File: src/rtl/motor_cmd_scheduler.sv
// motor_cmd_scheduler
//   Arbitrates direction/speed commands from NUM_REQ requesters (index 0 has
//   the highest priority) into a single UART JSON command sender over a
//   valid/ready handshake. Adds emergency-stop override, a periodic re-send
//   of the active command and a watchdog that forces stop when requesters
//   go quiet.
//
// Ports
//   clk, rst      50 MHz clock, synchronous active-high reset
//   req_valid     per-requester single-cycle strobe
//   req_dir       packed 2-bit direction per requester (00 fwd, 01 back, 1x stop)
//   req_speed     packed 3-bit speed per requester
//   estop         level-sensitive emergency stop
//   cmd_valid     command offered to the sender
//   cmd_ready     sender accepts (transfer on cmd_valid && cmd_ready)
//   cmd_dir       offered / last-sent direction
//   cmd_speed     offered / last-sent speed
//   active_src    source of the last sent command (NUM_REQ = internal)
//   estop_active  registered copy of estop
module motor_cmd_scheduler #(
  parameter int NUM_REQ         = 3,
  parameter int REFRESH_CYCLES  = 5_000_000,
  parameter int WATCHDOG_CYCLES = 50_000_000
) (
  input  logic                               clk,
  input  logic                               rst,
  input  logic [NUM_REQ-1:0]                 req_valid,
  input  logic [2*NUM_REQ-1:0]               req_dir,
  input  logic [3*NUM_REQ-1:0]               req_speed,
  input  logic                               estop,
  output logic                               cmd_valid,
  input  logic                               cmd_ready,
  output logic [1:0]                         cmd_dir,
  output logic [2:0]                         cmd_speed,
  output logic [$clog2(NUM_REQ+1)-1:0]       active_src,
  output logic                               estop_active
);

  localparam int SRC_W = $clog2(NUM_REQ + 1);
  localparam int REF_W = $clog2(REFRESH_CYCLES + 1);
  localparam int WD_W  = (WATCHDOG_CYCLES > 0) ? $clog2(WATCHDOG_CYCLES + 1) : 1;

  localparam logic [SRC_W-1:0] SRC_INT  = SRC_W'(NUM_REQ);
  localparam logic [REF_W-1:0] REF_LAST = REF_W'(REFRESH_CYCLES - 1);
  localparam logic [WD_W-1:0]  WD_LIMIT = WD_W'(WATCHDOG_CYCLES);
  localparam logic [1:0]       DIR_STOP = 2'b10;

  typedef enum logic [1:0] {STARTUP, IDLE, ISSUE, GAP} state_t;

  // Any 1x direction collapses to a canonical stop so equality checks work.
  function automatic logic [1:0] norm_dir(input logic [1:0] d);
    return d[1] ? DIR_STOP : d;
  endfunction

  function automatic logic [2:0] norm_speed(input logic [1:0] d, input logic [2:0] s);
    return d[1] ? 3'd0 : s;
  endfunction

  function automatic logic [WD_W-1:0] sat_inc_wd(input logic [WD_W-1:0] v);
    return (v >= WD_LIMIT) ? WD_LIMIT : v + WD_W'(1);
  endfunction

  state_t             state, state_n;
  logic               pend_vld;
  logic [1:0]         pend_dir;
  logic [2:0]         pend_speed;
  logic [SRC_W-1:0]   pend_src;
  logic [1:0]         cur_dir;
  logic [2:0]         cur_speed;
  logic [SRC_W-1:0]   offer_src;
  logic [REF_W-1:0]   ref_cnt;
  logic [WD_W-1:0]    wd_cnt;

  logic               win_vld;
  logic [SRC_W-1:0]   win_src;
  logic [1:0]         win_dir;
  logic [2:0]         win_speed;
  logic               consume, estop_rise, req_acc, wd_fire, handshake;
  logic               load_offer;
  logic [1:0]         off_dir;
  logic [2:0]         off_speed;
  logic [SRC_W-1:0]   off_src;

  assign cmd_valid  = (state == ISSUE);
  assign handshake  = cmd_valid && cmd_ready;
  assign estop_rise = estop && !estop_active;
  // IDLE always retires a pending entry, so a same-cycle request sees a free slot.
  assign consume    = (state == IDLE) && pend_vld;
  assign req_acc    = !estop && win_vld && (!pend_vld || consume || (win_src <= pend_src));
  assign wd_fire    = (WATCHDOG_CYCLES != 0) && (wd_cnt == WD_LIMIT) && !cur_dir[1] && !pend_vld;

  // Fixed priority: scan high to low so the lowest set index wins.
  always_comb begin
    win_vld   = 1'b0;
    win_src   = '0;
    win_dir   = DIR_STOP;
    win_speed = '0;
    for (int i = NUM_REQ - 1; i >= 0; i--) begin
      if (req_valid[i]) begin
        win_vld   = 1'b1;
        win_src   = SRC_W'(i);
        win_dir   = norm_dir(req_dir[2*i +: 2]);
        win_speed = norm_speed(req_dir[2*i +: 2], req_speed[3*i +: 3]);
      end
    end
  end

  always_comb begin
    state_n    = state;
    load_offer = 1'b0;
    off_dir    = cur_dir;
    off_speed  = cur_speed;
    off_src    = active_src;
    case (state)
      STARTUP: begin
        state_n    = ISSUE;
        load_offer = 1'b1;
        off_dir    = DIR_STOP;
        off_speed  = 3'd0;
        off_src    = SRC_INT;
      end
      IDLE: begin
        // A pending entry equal to current is dropped silently; the refresh
        // schedule keeps running in that case.
        if (pend_vld && ((pend_dir != cur_dir) || (pend_speed != cur_speed))) begin
          state_n    = ISSUE;
          load_offer = 1'b1;
          off_dir    = pend_dir;
          off_speed  = pend_speed;
          off_src    = pend_src;
        end else if (ref_cnt == REF_LAST) begin
          state_n    = ISSUE;
          load_offer = 1'b1;
        end
      end
      ISSUE: begin
        if (cmd_ready) state_n = GAP;
      end
      GAP: state_n = IDLE;
      default: state_n = STARTUP;
    endcase
  end

  always_ff @(posedge clk) begin
    if (rst) begin
      state        <= STARTUP;
      estop_active <= 1'b0;
      cmd_dir      <= DIR_STOP;
      cmd_speed    <= 3'd0;
      offer_src    <= SRC_INT;
      cur_dir      <= DIR_STOP;
      cur_speed    <= 3'd0;
      active_src   <= SRC_INT;
      ref_cnt      <= '0;
      wd_cnt       <= '0;
      pend_vld     <= 1'b0;
      pend_dir     <= DIR_STOP;
      pend_speed   <= 3'd0;
      pend_src     <= SRC_INT;
    end else begin
      state        <= state_n;
      estop_active <= estop;

      // cmd_dir/cmd_speed hold the offer until the handshake, then equal current.
      if (load_offer) begin
        cmd_dir   <= off_dir;
        cmd_speed <= off_speed;
        offer_src <= off_src;
      end

      if (handshake) begin
        cur_dir    <= cmd_dir;
        cur_speed  <= cmd_speed;
        active_src <= offer_src;
        ref_cnt    <= '0;
      end else if (state == IDLE) begin
        ref_cnt    <= ref_cnt + REF_W'(1);
      end

      // Pending writers in priority order: estop edge, request, watchdog.
      if (estop_rise) begin
        pend_vld   <= 1'b1;
        pend_dir   <= DIR_STOP;
        pend_speed <= 3'd0;
        pend_src   <= SRC_INT;
      end else if (req_acc) begin
        pend_vld   <= 1'b1;
        pend_dir   <= win_dir;
        pend_speed <= win_speed;
        pend_src   <= win_src;
      end else if (wd_fire) begin
        pend_vld   <= 1'b1;
        pend_dir   <= DIR_STOP;
        pend_speed <= 3'd0;
        pend_src   <= SRC_INT;
      end else if (consume) begin
        pend_vld   <= 1'b0;
      end

      if (req_acc || wd_fire) wd_cnt <= '0;
      else                    wd_cnt <= sat_inc_wd(wd_cnt);
    end
  end

endmodule

File: config.mk
export PLATFORM = sky130hd
export DESIGN_NAME = motor_cmd_scheduler
export DESIGN_NICKNAME = d
export VERILOG_FILES = /design/src/rtl/motor_cmd_scheduler.sv
export SDC_FILE = /design/constraint.sdc
export NUM_CORES = 1
export LEC_CHECK = 0
export BUFFER_PORTS_ARGS = -buffer_cell sky130_fd_sc_hd__buf_2
export CAP_MARGIN = 20
export CORE_UTILIZATION = 54
export CTS_CLUSTER_DIAMETER = 120
export CTS_CLUSTER_SIZE = 10
export DETAILED_ROUTE_END_ITERATION = 7
export PLACE_DENSITY = 0.86
export SKIP_CTS_REPAIR_TIMING = 1
export SYNTH_ARGS = -nofsm -noshare
export SYNTH_HDL_FRONTEND = slang
export SYNTH_SLANG_ARGS = --single-unit
File: constraint.sdc
create_clock -name clk -period 2 [get_ports clk]
set_input_delay 0.2 -clock clk [delete_from_list [all_inputs] [get_ports clk]]
set_output_delay 0.2 -clock clk [all_outputs]
set_load 0.01 [all_outputs]
==> metrics.md <==
| Metric | Value |
|---|---|
| WS Path Type | register to register |
| Maximum VDD drop | 0.5206 mV |
| Clk sinks | 74 |
| I/O Buffers | 30 |
| Worst Setup SP | pend_src[1]$_SDFFE_PP1P_ |
| Fin cells | 565 |
| Ys Warns | 0 |
| Area leader, netlist | dfxtp_1 |
| Hold Vio Cnt, Final | 0 |
| Cell variety after synth | 54 |
| Layout cells sized above 1 | 20.08% |
| WHS Path Cells | 3 |
| Reg2reg path depth | 7 |
| Setup skew after layout | 0.01356 ns |
| Cell Area, Synth | 3696 um^2 |
| Mean number of vias per cell | 5.752 |
| Chip width | 84.73 um |
| Fill cells | 491 |
| Leakage power | 1.522 nW |
| Routed via count | 3250 |
| DRT iter0 DRCs | 137 |
| Drt pass-1 iters | 4 |
| Number of remaining DRC errors | 0 |
| Total Wirelength | 7957 um |
| Period utilisation layout | 95.74% |
| Commonest cells after routing, fill and taps aside | 73 x dfxtp_1, 56 x nor2_1, 38 x nand2_1, 35 x xnor2_1 |
| Total congestion overflow | 0 |
| Crit start category | register |
| CTS H-tree lvls | 3 |
| Vias in the first global route | 2964 |
| Crit path max fanout | 4 |
| WL/cell | 14.08 um |
| R2R setup slack | 0.09 ns |
| DIE AREA | 7179 um^2 |
| CTS root buf | clkbuf_8 |
| Maxcap violations | 0 |
| PwrDens | 669.7 nW/um^2 |
| EDFF count, synth | 0 |
| Final Setup Violations | 0 |
| Cell Rows | 29 |
| Nets | 510 |
| Post-Syn Nets | 459 |
| Post-Syn Instances | 432 |
| Pins Over Slew Limit | 0 |
| Avg Cell Area, Syn | 8.556 um^2 |
| FF-to-FF End | pend_speed[0]$_SDFFE_PP0P_ |
| Largest net degree at the start of global routing | 30 |
| Ys flop type | dfxtp_1 |
| Final Critical Period | 1.915 ns |
| Antenna-violating nets left | 0 |
| CTS tree | done |
| Initial antenna violation count | 0 |
| Layout overhead on the synthesized area | 17.50% |
| Clock Latency Late Sink | 0.34 ns |
| HP Start | estop |
| Area share of the largest cell type after synthesis | 40.08% |
| Final core utilization | 66.87% |
| Initial Util | 56.91% |
| Slew HR | 61.47% |
| Clk buf depth | 2 |
| Core area | 6495 um^2 |
| Final HPWL DP | 5522 um |
| Chip height | 84.73 um |
| Cells after DPL | 544 |
| All-Layer GR Usage | 22.58% |
| First-pass GRT wire length | 13100 um |
| Num CTS Buffers | 9 |
| Status | finished, final reports clean |
| Slew of the pin with the lowest slew margin | 0.5767 ns |
| Critical Path RT | 2.28 ns |
| DP Worst Slack | -0.09321 ns |
| FMAX | 0.5223 GHz |
| Gp weighted congestion | 0.8577 |
| Commonest non-fill, non-tap cell in the layout | dfxtp_1 |
| FF+latch count, synth | 74 |
| Final Cell Area | 4343 um^2 |
| Sequential area share after synthesis | 40.08% |
| Worst Hold Endpoint | estop_active$_SDFF_PP0_ |
| Clock-pin slew on the worst setup and hold paths | 0.09 ns |
| Top-Level Pins | 31 |
| Post-synth ARST share | 0% |
| Top cells by area, synth | dfxtp_1 40%, xnor2_1 8.3%, nor2_1 5.7%, a21oi_1 4.2%, nand2_1 3.9% |
| Critical path capture point type | register |
| R2R Path Start | pend_src[1]$_SDFFE_PP1P_ |
| Area post-placement | 4061 um^2 |
| Worst min path class | primary input to register |
| Final setup margin | 0.08525 ns |
| Worst EP arrival | 2.19 ns |
| # diodes | 0 |
[where the power goes]
part / total [mW] / internal, mW / switching [mW]
logic: 0.243 / 0.109 / 0.134
clock network: 1.15 / 0.579 / 0.567
registers: 1.52 / 1.50 / 0.0233
[worst max-delay path by stage]
stage | depth (start not counted) | slack (ns) | to
detailed placement | 8 | -0.09 | pend_speed[0]$_SDFFE_PP0P_
global placement | 8 | 0.03 | pend_speed[0]$_SDFFE_PP0P_
global route | 10 | -0.009 | wd_cnt[24]$_SDFF_PP0_
floorplan | 8 | 0.006 | pend_dir[1]$_SDFFE_PP1P_
CTS | 7 | -0.008 | pend_speed[0]$_SDFFE_PP0P_
finish | 7 | 0.09 | pend_speed[0]$_SDFFE_PP0P_
[kinds of logic after synthesis]
| family | count (synthesis) | synth area share [%] |
|---|---|---|
| AND/OR/NAND/NOR | 200 | 30.47 |
| flip-flops | 74 | 40.08 |
| AO/OA/AOI/OAI | 65 | 11.44 |
| XOR/XNOR | 45 | 10.66 |
| buffers and inverters | 38 | 4.265 |
| multiplexers | 5 | 1.388 |
| adder cells (fa/ha/maj) | 5 | 1.693 |
[cells in the mapped netlist, drive strengths merged, types with 2 or more instances]
library cell,number
dfxtp,74
nor2,56
nand2,38
xnor2,35
a21oi,32
inv,17
nand3,15
clkbuf,13
nor3,11
nand4,10
nor4,10
xor2,10
buf,8
nand3b,8
nor2b,8
or3,8
nand2b,7
nor4b,6
ha,5
o21ai,5
or4,5
a22oi,4
and3,4
mux2i,4
o2bb2ai,4
o311ai,4
a211oi,3
and4,3
nor3b,3
or3b,3
nor4bb,2
o22a,2
o41ai,2
[worst max-delay path, cell delays in order (launching register included)]
cell       delay [ns]
dfxtp_2          0.34
inv_1            0.06
ha_1             0.30
nor2b_1          0.14
o2111ai_1        0.22
or4b_4           0.53
buf_6            0.15
o2bb2ai_2        0.12
[state kept, by name (all words and copies together) (netlist names)]
register,count
cur_dir,2
cmd_speed,3
wd_cnt,26
pend_vld,1
pend_src,2
offer_src,2
pend_dir,2
pend_speed,3
cmd_dir,2
state,2
ref_cnt,23
estop_active,1
active_src,2
cur_speed,3
[through the flow]
step | hold WS [ns] | power, mW | setup TNS [ns]
global placement | 0.4591 | 1.774 | 0
detailed placement | 0.4714 | 1.781 | -0.2419
finish | 0.1257 | 2.908 | 0
CTS | 0.1199 | 2.922 | -0.008295
floorplan | 0.3352 | 1.692 | 0
global route | 0.1402 | 3.029 | -0.01375
[routing by layer]
layer	track usage [%]	part of all wire, %	up-vias
met5	0	0	-
li1	-	-	1616
met2	39.10	51	65
met1	27.75	45	1559
met4	7.396	0.99	0
met3	5.211	3.3	10
[area by class of cell]
class,count,area (um^2),share of cell area [%]
Tap cell,77,96.34,2.218
Clock inverter,6,66.31,1.527
Clock buffer,10,127.6,2.939
Timing Repair Buffer,61,406.6,9.363
Multi-Input combinational cell,320,2100,48.34
Inverter,17,63.81,1.469
Sequential cell,74,1483,34.14
(Power assumes the default switching activity.)
